File: config.mk
export PLATFORM = sky130hd
export DESIGN_NAME = return_stack_flat
export DESIGN_NICKNAME = d
export VERILOG_FILES = /design/src/rtl/cpu_pkg.sv /design/src/rtl/return_stack_if.sv /design/src/rtl/rstack_mem.sv /design/src/rtl/return_stack.sv /design/src/flat_wrapper.sv
export SDC_FILE = /design/constraint.sdc
export NUM_CORES = 1
export LEC_CHECK = 0
export ABC_AREA = 1
export BUFFER_PORTS_ARGS = -buffer_cell sky130_fd_sc_hd__buf_4
export CAP_MARGIN = 10
export CORE_MARGIN = 2
export CORE_UTILIZATION = 30
export DETAILED_ROUTE_END_ITERATION = 12
export MAX_ROUTING_LAYER = met4
export PLACE_DENSITY = 0.43
export SYNTH_ARGS = -nofsm -noshare
export SYNTH_HDL_FRONTEND = slang
export SYNTH_HIERARCHICAL = 1
export SYNTH_SLANG_ARGS = --single-unit
File: constraint.sdc
create_clock -name clk -period 3.2 [get_ports clk]
set_clock_uncertainty 0.05 [all_clocks]
set_input_delay 0.64 -clock clk [delete_from_list [all_inputs] [get_ports clk]]
set_output_delay 0.64 -clock clk [all_outputs]
set_load 0.05 [all_outputs]
File: src/rtl/cpu_pkg.sv
// cpu_pkg -- constants and types shared across the CPU slice.
//   RSTACK_DEPTH : default number of return-stack entries
//   PC_W         : program-counter / return-address width
//   ret_addr_t   : return-address type
//   ptr_w()      : pointer width for a power-of-two entry count
package cpu_pkg;

    localparam int unsigned RSTACK_DEPTH = 8;
    localparam int unsigned PC_W         = 12;

    typedef logic [PC_W-1:0] ret_addr_t;

    function automatic int unsigned ptr_w(input int unsigned depth);
        return (depth > 1) ? $clog2(depth) : 1;
    endfunction

endpackage

File: src/rtl/return_stack_if.sv
// return_stack_if -- controller <-> return-stack signal bundle.
//   master : controller side (drives push/pop/push_addr/err_clr)
//   slave  : stack side (drives top_addr, empty, full, count, overflow, underflow)
interface return_stack_if
    import cpu_pkg::*;
#(
    parameter int unsigned DEPTH  = RSTACK_DEPTH,
    parameter int unsigned ADDR_W = PC_W
);

    logic                      push;
    logic                      pop;
    logic [ADDR_W-1:0]         push_addr;
    logic                      err_clr;
    logic [ADDR_W-1:0]         top_addr;
    logic                      empty;
    logic                      full;
    logic [$clog2(DEPTH):0]    count;
    logic                      overflow;
    logic                      underflow;

    modport master (
        output push, pop, push_addr, err_clr,
        input  top_addr, empty, full, count, overflow, underflow
    );

    modport slave (
        input  push, pop, push_addr, err_clr,
        output top_addr, empty, full, count, overflow, underflow
    );

endinterface

File: src/rtl/rstack_mem.sv
// rstack_mem -- return-stack storage: synchronous write, asynchronous read,
// contents are not reset.
//   clk     : write clock
//   we_i    : write enable
//   waddr_i : write index
//   wdata_i : write data
//   raddr_i : read index
//   rdata_o : combinational read data
module rstack_mem #(
    parameter int unsigned DEPTH  = 8,
    parameter int unsigned ADDR_W = 12,
    parameter int unsigned SP_W   = 3
) (
    input  logic              clk,
    input  logic              we_i,
    input  logic [SP_W-1:0]   waddr_i,
    input  logic [ADDR_W-1:0] wdata_i,
    input  logic [SP_W-1:0]   raddr_i,
    output logic [ADDR_W-1:0] rdata_o
);

    logic [ADDR_W-1:0] mem_q [DEPTH];

    always_ff @(posedge clk) begin
        if (we_i) begin
            mem_q[waddr_i] <= wdata_i;
        end
    end

    assign rdata_o = mem_q[raddr_i];

endmodule

File: src/rtl/return_stack.sv
// return_stack -- hardware return-address stack for JSB/RET.
//   clk   : clock, all state updates on the rising edge
//   rst_n : asynchronous active-low reset (pointer, count, flags)
//   bus   : return_stack_if.slave
//           push/pop/push_addr/err_clr in; top_addr/empty/full/count/
//           overflow/underflow out
// Build option: define RSTACK_WRAP_EN to let a push while full overwrite the
// oldest entry instead of being dropped.
module return_stack
    import cpu_pkg::*;
#(
    parameter int unsigned DEPTH  = RSTACK_DEPTH,
    parameter int unsigned ADDR_W = PC_W
) (
    input  logic                 clk,
    input  logic                 rst_n,
    return_stack_if.slave        bus
);

    localparam int unsigned SP_W  = ptr_w(DEPTH);
    localparam int unsigned CNT_W = $clog2(DEPTH) + 1;

    logic [SP_W-1:0]   sp_q, sp_d;
    logic [CNT_W-1:0]  count_q, count_d;
    logic              ovf_q, ovf_d;
    logic              unf_q, unf_d;

    logic              we;
    logic [SP_W-1:0]   waddr;
    logic [SP_W-1:0]   sp_m1;
    logic [ADDR_W-1:0] rdata;
    logic              is_empty;
    logic              is_full;

    assign sp_m1    = sp_q - SP_W'(1);
    assign is_empty = (count_q == '0);
    assign is_full  = (count_q == CNT_W'(DEPTH));

    always_comb begin
        sp_d    = sp_q;
        count_d = count_q;
        we      = 1'b0;
        waddr   = sp_q;
        // Clear first so a same-cycle error event below overrides it.
        ovf_d   = bus.err_clr ? 1'b0 : ovf_q;
        unf_d   = bus.err_clr ? 1'b0 : unf_q;

        if (bus.push && bus.pop) begin
            if (is_empty) begin
                we      = 1'b1;
                sp_d    = sp_q + SP_W'(1);
                count_d = CNT_W'(1);
            end else begin
                // Replace the top in place; depth unchanged, no flag even when full.
                we    = 1'b1;
                waddr = sp_m1;
            end
        end else if (bus.push) begin
            if (!is_full) begin
                we      = 1'b1;
                sp_d    = sp_q + SP_W'(1);
                count_d = count_q + CNT_W'(1);
            end else begin
                ovf_d = 1'b1;
`ifdef RSTACK_WRAP_EN
                // Circular overwrite of the oldest entry; count saturates.
                we   = 1'b1;
                sp_d = sp_q + SP_W'(1);
`endif
            end
        end else if (bus.pop) begin
            if (!is_empty) begin
                sp_d    = sp_m1;
                count_d = count_q - CNT_W'(1);
            end else begin
                unf_d = 1'b1;
            end
        end
    end

    always_ff @(posedge clk or negedge rst_n) begin
        if (!rst_n) begin
            sp_q    <= '0;
            count_q <= '0;
            ovf_q   <= 1'b0;
            unf_q   <= 1'b0;
        end else begin
            sp_q    <= sp_d;
            count_q <= count_d;
            ovf_q   <= ovf_d;
            unf_q   <= unf_d;
        end
    end

    // Storage has no reset, so writes are gated to ignore pushes during reset.
    rstack_mem #(
        .DEPTH  (DEPTH),
        .ADDR_W (ADDR_W),
        .SP_W   (SP_W)
    ) u_mem (
        .clk     (clk),
        .we_i    (we && rst_n),
        .waddr_i (waddr),
        .wdata_i (bus.push_addr),
        .raddr_i (sp_m1),
        .rdata_o (rdata)
    );

    assign bus.top_addr  = is_empty ? '0 : rdata;
    assign bus.empty     = is_empty;
    assign bus.full      = is_full;
    assign bus.count     = count_q;
    assign bus.overflow  = ovf_q;
    assign bus.underflow = unf_q;

endmodule

File: src/flat_wrapper.sv
// flat-port wrapper written by rule: the top's interface ports become plain ports
module return_stack_flat import cpu_pkg::*;
#(
    parameter int unsigned DEPTH  = RSTACK_DEPTH,
    parameter int unsigned ADDR_W = PC_W
)
  (clk, rst_n, bus_push, bus_pop, bus_push_addr, bus_err_clr, bus_top_addr, bus_empty, bus_full, bus_count, bus_overflow, bus_underflow);
  return_stack_if #(.DEPTH(DEPTH), .ADDR_W(ADDR_W)) bus_i ();
  input  logic clk;
  input  logic rst_n;
  input wire logic [$bits(bus_i.push)-1:0] bus_push;
  input wire logic [$bits(bus_i.pop)-1:0] bus_pop;
  input wire logic [$bits(bus_i.push_addr)-1:0] bus_push_addr;
  input wire logic [$bits(bus_i.err_clr)-1:0] bus_err_clr;
  output wire logic [$bits(bus_i.top_addr)-1:0] bus_top_addr;
  output wire logic [$bits(bus_i.empty)-1:0] bus_empty;
  output wire logic [$bits(bus_i.full)-1:0] bus_full;
  output wire logic [$bits(bus_i.count)-1:0] bus_count;
  output wire logic [$bits(bus_i.overflow)-1:0] bus_overflow;
  output wire logic [$bits(bus_i.underflow)-1:0] bus_underflow;
  assign bus_i.push = bus_push;
  assign bus_i.pop = bus_pop;
  assign bus_i.push_addr = bus_push_addr;
  assign bus_i.err_clr = bus_err_clr;
  assign bus_top_addr = bus_i.top_addr;
  assign bus_empty = bus_i.empty;
  assign bus_full = bus_i.full;
  assign bus_count = bus_i.count;
  assign bus_overflow = bus_i.overflow;
  assign bus_underflow = bus_i.underflow;
  return_stack #(.DEPTH(DEPTH), .ADDR_W(ADDR_W)) u_core (.clk(clk), .rst_n(rst_n), .bus(bus_i));
endmodule
==> results of run 1 <==
## placed cells by master, fill, tap and decap left out, types with 9 or more instances in the layout
cell	instances
nand2_1	194
edfxtp_1	96
inv_1	95
buf_4	55
nand3_1	55
clkinv_1	22
nor2_1	22
inv_2	15
clkbuf_16	9
dfrtp_1	9
## timing repair
action                                  4_1_cts  5_1_grt
buffers inserted                              0        0
resized for setup                             0        7
endpoints found under the setup margin        0       12
## metal layers
layer	wire [µm]	vias up	GRT usage, %
met5	0	-	-
met4	228	0	6.09
met3	543	14	2.25
met2	5780	59	23.1
met1	5460	1623	19.0
li1	-	1801	-
## cell type report
type	count	area, µm²	share of cell area (%)
flip-flops and latches	105	3110	52.3
clock inverters	6	57.6	0.969
multi-input cells	303	1340	22.6
inverters	132	503	8.47
clock buffers	9	225	3.79
repair buffers	56	428	7.20
well taps	220	275	4.63
## state kept, by name (all words and copies together), names as in the netlist
name / cells
u_core/u_mem/mem_q: 96
u_core/bus.underflow: 1
u_core/sp_q: 3
u_core/bus.overflow: 1
u_core/bus.count: 4
## cell families (layout without fill, tap and decap cells)
| kind of cell | count (synthesis) | count (layout) | synth area share (%) |
|---|---|---|---|
| XOR/XNOR | 3 | 3 | 0.520 |
| AND/OR/NAND/NOR | 282 | 282 | 23.3 |
| buffers and inverters | 150 | 203 | 11.8 |
| adder cells (fa/ha/maj) | 5 | 5 | 1.39 |
| AO/OA/AOI/OAI | 13 | 13 | 1.36 |
| flip-flops | 105 | 105 | 61.5 |
## worst max-delay path, cell delays in order, from the launching register on
cell	delay [ps]
dfrtp_1	410
inv_1	120
ha_1	340
inv_1	150
buf_8	240
nand3_1	150
nand2_1	100
nand2_1	50
nand2_1	70
inv_1	40
nor2_1	90
buf_4	200
## synthesized netlist by cell type, types with 4 or more instances
library cell	n	area, µm²
nand3_1	55	275
clkinv_1	19	71.3
inv_2	16	60.1
dfrtp_1	9	225
nand2_2	5	31.3
nand2_1	194	728
ha_1	4	50.1
buf_2	11	55.1
nor2_1	22	82.6
o21ai_1	4	20.0
edfxtp_1	96	2880
inv_1	96	360
a21oi_1	4	20.0
## metrics by stage
step                      hold slack (ps)  area, µm²
final                                51.1       5940
after global routing                 57.2       5940
after CTS                            50.0       5930
after detailed placement              430       5650
after global placement                431       5650
after floorplan                       294       5050
## worst max-delay path by stage
stage | startpoint | to | slack [ps] | depth (start not counted)
finish | u_core/sp_q[0] | bus_top_addr[1] | 190 | 11
global route | u_core/sp_q[0] | bus_top_addr[11] | 3 | 11
detailed placement | u_core/sp_q[0] | bus_top_addr[11] | 450 | 11
global placement | u_core/sp_q[0] | bus_top_addr[11] | 530 | 11
floorplan | u_core/sp_q[0] | bus_top_addr[10] | 280 | 11
CTS | u_core/sp_q[0] | bus_top_addr[11] | 40 | 11
==> summary by stage, run 1 <==
Status
The run finished with clean final reports.

Placed design
The pre-CTS worst setup slack is 450 ps. The number of placed instances, taps included, is 816. The final HPWL from detailed placement is 7430 µm. Input and output buffers added on the ports amount to 36. At the end of routability-driven placement, the weighted congestion stood at 0.802.

Logic synthesis
The Yosys step of the flow raised 6 warnings. Among all flip-flop cells after synthesis, the most frequent one is edfxtp_1. The count of different cell masters after synthesis is 27. After synthesis, the mean cell area works out to 9.05 µm².

The number of standard cells after synthesis is 558. The number of enable flip-flop cells after synthesis is 96. The netlist area before placement is 0.00505 mm². After synthesis, the share of flip-flops with an asynchronous set or reset is 8.57%. The share of the yosys chip area belonging to registers is 61.5%. The number of nets in the synthesized netlist is 580. In this run, synthesis produced a sequential element count of 105.

Worst setup path
Along the worst path, the maximum fanout reaches 24. For flop-to-flop paths, the worst setup slack is 710 ps. The critical path startpoint category is a register. Measured in cells, the most critical reg-to-reg path has a length of 11.

The endpoint arrival time on the critical path is 2320 ps. The required time reported for the critical path endpoint is 2510 ps. The critical path is of the reg2out type.

The worst setup path is captured at an output pin. The worst register-to-register path begins at u_core/sp_q[0]. The endpoint identified for the worst register-to-register timing path is u_core/u_mem/mem_q[2][8].

Cells and area
The area growth from synthesis to final layout is 17.6%. The filler cell count is 1694. The antenna cell count is 0. The number of nets in the finished design is 629.

The share of the core filled with cells in the final layout is 36.0%. After the flow finishes, the layout carries non-filler instances totaling 831. In the final layout, the share of cells above drive strength 1 is 15.7%.

Timing
Setup repair after global routing left no endpoint under its margin. The worst pin sits at a relative slew slack of 62.0%. The transition time of the tightest slew-check pin is 570 ps. The final critical-path setup slack is 187 ps. The hold violation count in the final report is 0. The total negative slack for setup checks is 0 ps. The post-route fraction of the period consumed by the critical path is 94.1%. The maximum operating frequency is 0.332 GHz.

Counting I/O delays and the setup requirement, the final critical path takes 3010 ps. Setup violations remaining at the end of the flow were counted as 0. The number of pins with negative max-slew slack in the final report is 0.

Clock tree
Clock tree synthesis found a total of 105 sinks. The clock tree from TritonCTS is done. The root buffer cell is clkbuf_16.

The maximum clock path buffer count is 2. After clock tree synthesis, the clock-pin slew on the worst setup and hold paths is 70 ps. The number of hold buffers added after CTS is 0. The depth of the CTS H-tree is 3. The clock latency of the later-clocked register in the worst-skew pair is 350 ps. Buffers inserted during clock tree synthesis total 9.

Route
The detailed router finished its first iteration with 207 violations. The detail route stage leaves a number of antenna-violating nets equal to 0. The number of remaining DRC errors is 0. The total iterations of the first detailed-routing run is 4.

The routed design has 12000 µm of wire. Dividing the detail-routed via count by the number of cells gives 4.21. Dividing the detail-routed wire length by the instance count gives 14.5 µm. The number of vias in the routed layout is 3497.

Floorplanning
The total core area is 0.0165 mm². The floorplan step set the die height to 134 µm. The total die area is 0.0179 mm². The die boundary width is 134 µm.

The total I/O pin count is 37. The floorplan has 47 rows. For this configuration, the core starts out at a cell density of 30.6%.

Global route
The overall fraction of global-route tracks in use is 14.7%. The first-pass GRT wire length is 18900 µm. The total congestion overflow is 0. The number of global-route vias before repair is 3363. Entering global routing, the biggest net connects 50 pins. The number of antenna violations at the first check in global routing is 0.

Hold path
The path class of the tightest hold or removal check is in2async.

Job
Max-cap violations in this run came to 0.
Power of run 1 is not shown: default switching activity piles up to over one toggle a cycle in this logic, so the estimate is an artifact.
==> run 2: changes to the inputs <==
--- a/config.mk
+++ b/config.mk
@@ -12,2 +12,3 @@
 export CORE_UTILIZATION = 30
+export CTS_CLUSTER_DIAMETER = 50
 export DETAILED_ROUTE_END_ITERATION = 12
==> constraint.sdc (replaced) <==
create_clock -name clk -period 3.2 [get_ports clk]
set_clock_uncertainty 0.05 [all_clocks]
set_input_delay 0.48 -clock clk [delete_from_list [all_inputs] [get_ports clk]]
set_output_delay 0.48 -clock clk [all_outputs]
set_load 0.05 [all_outputs]
==> run 2 against run 1 <==
Compared with the run above: global-route usage is 0.051 points higher; sequential cell count unchanged; hold slack improved by 260 ps; non-clock buffer count unchanged; critical endpoint is now bus_top_addr[11]; sequential share of layout area decreased by 0.088 points; clock-buffer cell count did not move; routed wire length is 0.36% higher; highest routed layer unchanged.
==> summary by stage, run 2 (synthesis gave the netlist of run 1 again) <==
Status
The run finished with clean final reports.

Worst setup path
The required time reported for the critical path endpoint is 2670 ps. The origin of the critical flop-to-flop path is u_core/sp_q[0]. In this run the worst path has a maximum fanout of 24. Data arrives at the worst endpoint at 2450 ps. The launching element of the worst setup path is u_core/sp_q[0]. The critical path is of the reg2out type. The worst setup path is launched from a register. The setup slack of the worst register-to-register path is 790 ps. The endpoint of the most critical register-to-register path is u_core/u_mem/mem_q[2][9].

In this run the worst setup path terminates at bus_top_addr[11]. The kind of capture point of the worst setup path is an output pin. The number of cells on the worst reg-to-reg path is 11.

Timing
Of the available clock period, the critical path in the final layout requires 93.0%. For this run, the top clock speed supported by timing is 0.336 GHz. The number of pins with negative max-slew slack in the final report was 0. The worst slew slack as a fraction of its limit is 36.8%.

Setup violations remaining at the end of the flow were counted as 0. Setup repair after global routing left no endpoint under its margin. The total negative slack for setup checks is 0 ps. For the pin with the worst max-slew slack, the measured transition is 946 ps. The time the final worst path needs with I/O delays and setup is 2980 ps. The hold violation count in the final report came to 0.

Clock tree
The clock latency of the later-clocked register in the worst-skew pair is 360 ps. The number of buffers added by the clock tree synthesis step is 9. The H-tree generated during clock tree synthesis spans 3 levels. The number of gates resized after CTS was 0. The clock passes through at most 2 buffers. After clock tree synthesis, the clock-pin slew on the worst setup and hold paths is 70 ps.

The root buffer cell is clkbuf_16. The total clock sinks is 105. The clock tree from TritonCTS is done.

Global route
Entering global routing, the biggest net connects 50 pins. The overall fraction of global-route tracks in use is 14.8%. The first global-routing pass estimated 19300 µm of wire. The total congestion overflow is 0.

The number of global-route vias before repair was 3515. The number of antenna violations at the first check in global routing is 0.

Floorplanning
After floorplanning, the core was divided into 47 placement rows. The die is 134 µm tall. The total I/O pin count is 37. From left edge to right edge, the die measures 134 µm. The initial utilization of the core area, before any placement, comes to 30.6%. The floorplan step defined a die boundary enclosing 0.0179 mm². The total core area is 0.0165 mm².

Cells and area
The ratio of cells with drive above 1 in the final layout is 15.8%. The top register by number of flip-flops is u_core/u_mem/mem_q. The library cells used most frequently in the layout, excluding fill and tap cells, are nand2_1, inv_1, edfxtp_1. Relative to the synthesized area, the layout overhead comes to 17.8%.

The number of antenna diodes in the final layout is 0. The register with the most flip-flops in the layout has 96 of them. Leaving out fill and tap cells, the most frequent cell in the layout is nand2_1. The number of nets in the finished design is 629.

Route
The number of vias in the routed layout is 3579. Dividing the detail-routed via count by the number of cells gives 4.30. The post-route antenna net violation count is 0.

After detailed routing, the average wire length per cell comes to 14.5 µm. The number of DRC markers in iteration 0 is 206. In the routed design, unresolved DRC markers number 0. The total iterations of the first detailed-routing run is 6.

The routed wire length is 12100 µm.

Placed design
The final weighted congestion of routability-driven global placement is 0.831. During placement, the flow inserted port buffers numbering 36. The final HPWL from detailed placement is 7580 µm.

Hold path
The min-delay analysis places its worst path in the category in2reg.

Job
The number of max-capacitance violations reported is 0.
## run 2: cell count changes in the layout (fill, tap and decap cells not counted)
cell / before / now
dlygate4sd3_1: 0 / 1
inv_4: 3 / 1
clkinv_1: 22 / 20
inv_8: 0 / 2
buf_8: 1 / 0
inv_1: 95 / 96
clkinv_2: 0 / 1
inv_2: 15 / 16
## run 2: how the worst min path moves through the flow
stage                                 from                  endpoint  cells past startpoint
final                     bus_push_addr[2]  u_core/u_mem/mem_q[4][2]                      1
after global routing      bus_push_addr[6]  u_core/u_mem/mem_q[4][6]                      1
after CTS                 bus_push_addr[6]  u_core/u_mem/mem_q[4][6]                      1
after detailed placement             rst_n      u_core/bus.underflow                      1
after global placement               rst_n      u_core/bus.underflow                      1
after floorplan                      rst_n       u_core/bus.count[0]                      0
## run 2: stage by stage
stage	setup WS (ps)	area, µm²	cells	util [%]	hold WS [ps]
after floorplan	444	5050	558	-	134
after global placement	653	5640	815	34.1	269
final	223	5950	832	36.0	309
after CTS	163	5950	832	36.0	295
after detailed placement	581	5640	815	34.1	271
after global routing	33.8	5950	832	36.0	309
## run 2: layer usage
layer  up-vias  GRT usage, %  part of all wire, %
met3        17          2.32                  3.2
li1       1807             -                    -
met1      1698          18.6                   47
met5         -             -                    0
met2        57          23.4                   48
met4         0          6.74                  2.1
## run 2: timing repair
action / in CTS / in global routing
hold buffers: 1 / 0
endpoints found under the hold margin: 9 / 0
setup buffers: 0 / 0
## run 2: critical path, cell delays in order, from the launching register on
cell and delay [ps]:
dfrtp_1 420, inv_1 100, ha_1 330, inv_1 70
inv_2 400, nand3_1 150, nand2_1 80, nand2_1 40
nand2_1 70, inv_1 30, nor2_1 160, buf_4 230
## run 2: layout make-up
cell class / count / area, µm²
fillers: 1689 / 10600
clock inverters: 7 / 77.6
multi-input cells: 303 / 1340
well taps: 220 / 275
flip-flops and latches: 105 / 3110
inverters: 132 / 498
clock buffers: 9 / 225
repair buffers: 56 / 423
Power of run 2 is left out for the same reason.
==> run 3: changes to the inputs <==
Settings changed: PLACE_DENSITY 0.43 to 0.51.
==> run 3 against run 2 <==
Compared with the run above: highest routed layer unchanged; sequential cell count is the same; final area hardly changed; core utilization hardly changed; register-to-register slack worse by 50 ps; non-clock buffer count down 4; routed wire length shrank 8.1%; sequential share of layout area barely moved; global-route usage shrank 1.1 points; critical endpoint is now bus_top_addr[1]; setup slack improved by 24 ps; die area unchanged.
==> summary by stage, run 3 (synthesis gave the netlist of run 1 again) <==
Status
The flow ran to the end, and the final reports show no timing, DRC or antenna violations.

Route
The count of nets left with antenna violations once routing finished came out at 0. The vias per cell is 4.27. The routed wire length is 11100 µm. The number of DRC markers in iteration 0 is 218.

Dividing the detail-routed wire length by the instance count gives 13.4 µm. Before antenna repair, the detailed router went through 4 iterations. After detailed routing, the number of remaining DRC violations is 0. The routed layout has 3536 vias.

Clock tree
Clock-pin slew was measured on the worst setup and hold paths at 70 ps. The post-CTS setup buffer count is 0. CTS placed an instance of clkbuf_16 at the clock tree root.

The clock reaches the later pin of the worst-skew pair after 350 ps. The total clock sinks is 105. The clock tree from TritonCTS is done. The depth of the CTS H-tree is 3. No sink is reached through more buffers than the 2 on the longest clock path.

Counting the buffers created by CTS gives 9.

Cells and area
The net count of the finished layout is 625. The library cell used most frequently in the layout, excluding fill and tap cells, is nand2_1. Once layout is done, the placed cells without fillers occupy 0.00596 mm². The antenna cell count is 0. The library cells used most frequently in the layout, excluding fill and tap cells, are nand2_1, inv_1, edfxtp_1.

The ratio of cells with drive above 1 in the final layout is 15.5%. From synthesis to final layout, the design area changed by 17.9%. The top register by number of flip-flops is u_core/u_mem/mem_q. The flip-flop count of the largest register, all copies and words added is 96.

Floorplanning
The starting density of the core is 30.6%. The initialized floorplan defines 47 standard-cell rows. In this run the vertical extent of the chip is 134 µm.

In this run the standard cell core region covers 0.0165 mm². The die boundary width is 134 µm. The floorplan step defined a die boundary enclosing 0.0179 mm². For this design the top-level I/O count stands at 37.

Hold path
The type of the tightest min-delay check is in2reg.

Timing
Setup violations remaining at the end of the flow were counted as 0. For the final routed database, the setup TNS stands at 0 ps. The time the final worst path needs with I/O delays and setup is 2950 ps. Setup repair after global routing left no endpoint under its margin. The post-route fraction of the period consumed by the critical path is 92.3%. The number of pins with negative max-slew slack in the final report is 0. The hold violation count in the final report is 0. The worst slew slack as a fraction of its limit is 58.2%. The transition time of the tightest slew-check pin is 626 ps.

The maximum operating frequency is 0.339 GHz. The final critical-path setup slack is 247 ps.

Global route
The first-pass GRT wire length is 18200 µm. The number of global-route vias before repair is 3434. Entering global routing, the biggest net connects 49 pins. The number of antenna violations at the first check in global routing is 0.

For this run, the total global-route usage over all layers was measured as 13.6%. Global routing finished with a remaining overflow of 0.

Worst setup path
The kind of cell with the highest combined delay along the critical path is buffers and inverters. The kind of capture point of the worst setup path is an output pin. The maximum fanout encountered on the critical timing path is 24. The critical path startpoint category is a register. The number of buffers and inverters on the critical path is 5.

For this design, the slowest cell found on the critical path is dfrtp_1. Data arrives at the worst endpoint at 2420 ps. The required time reported for the critical path endpoint is 2670 ps. Across all register-to-register paths, the minimum setup slack is 740 ps.

The critical path goes through inv_1 > ha_1 > inv_1 > inv_2 > nand3_1 > nand2_1 > nand2_1 > nand2_1 > inv_1 > nor2_1 > buf_4. On the worst path, the slowest cell contributes a delay of 420 ps. The class of the most critical setup path is reg2out.

Placed design
At the end of routability-driven placement, the weighted congestion stood at 0.774. The number of I/O port buffers is 36. The final HPWL from detailed placement is 7070 µm. The pre-CTS worst setup slack is 566 ps.

The placement-stage cell area is 0.00563 mm².

Job
The number of max-capacitance violations reported is 0.
run 3: cell count changes in the layout (fill, tap and decap cells not counted), sizes merged:
cell,previous run,this run
buf,55,51
run 3: through the flow:
| stage | util (%) | hold WS [ps] | instances |
|---|---|---|---|
| after floorplan | - | 134 | 558 |
| after global placement | 34.1 | 266 | 811 |
| after detailed placement | 34.1 | 270 | 811 |
| after CTS | 36.0 | 300 | 828 |
| after global routing | 36.0 | 307 | 828 |
| final | 36.0 | 312 | 828 |
run 3: worst paths after layout:
check | end | start | cells past startpoint
max | bus_top_addr[1] | u_core/sp_q[1] | 11
min | u_core/u_mem/mem_q[7][8] | bus_push_addr[8] | 1
max reg2reg | u_core/u_mem/mem_q[4][4] | u_core/sp_q[1] | 10
min reg2reg | u_core/bus.overflow | u_core/bus.overflow | 2
max in group asynchronous | u_core/sp_q[0] | rst_n | 2
min in group asynchronous | u_core/bus.underflow | rst_n | 2
run 3: area by class of cell:
| class | instances | area (µm²) |
|---|---|---|
| repair buffers | 52 | 418 |
| fillers | 1655 | 10600 |
| well taps | 220 | 275 |
| multi-input cells | 303 | 1340 |
| clock inverters | 7 | 85.1 |
| inverters | 132 | 500 |
| clock buffers | 9 | 225 |
| flip-flops and latches | 105 | 3110 |
run 3: what timing repair did:
action / 4_1_cts / 5_1_grt
hold buffers: 1 / 0
setup endpoints to repair: 0 / 1
endpoints found under the hold margin: 9 / 0
gates resized for setup: 0 / 2
run 3: layer usage:
layer | wire length [µm] | track usage [%] | vias up
met4 | 209 | 5.38 | 0
met1 | 5120 | 17.2 | 1651
met2 | 5310 | 22.2 | 70
met5 | 0 | - | -
met3 | 454 | 1.94 | 14
li1 | - | - | 1801
Power of run 3 is left out for the same reason.
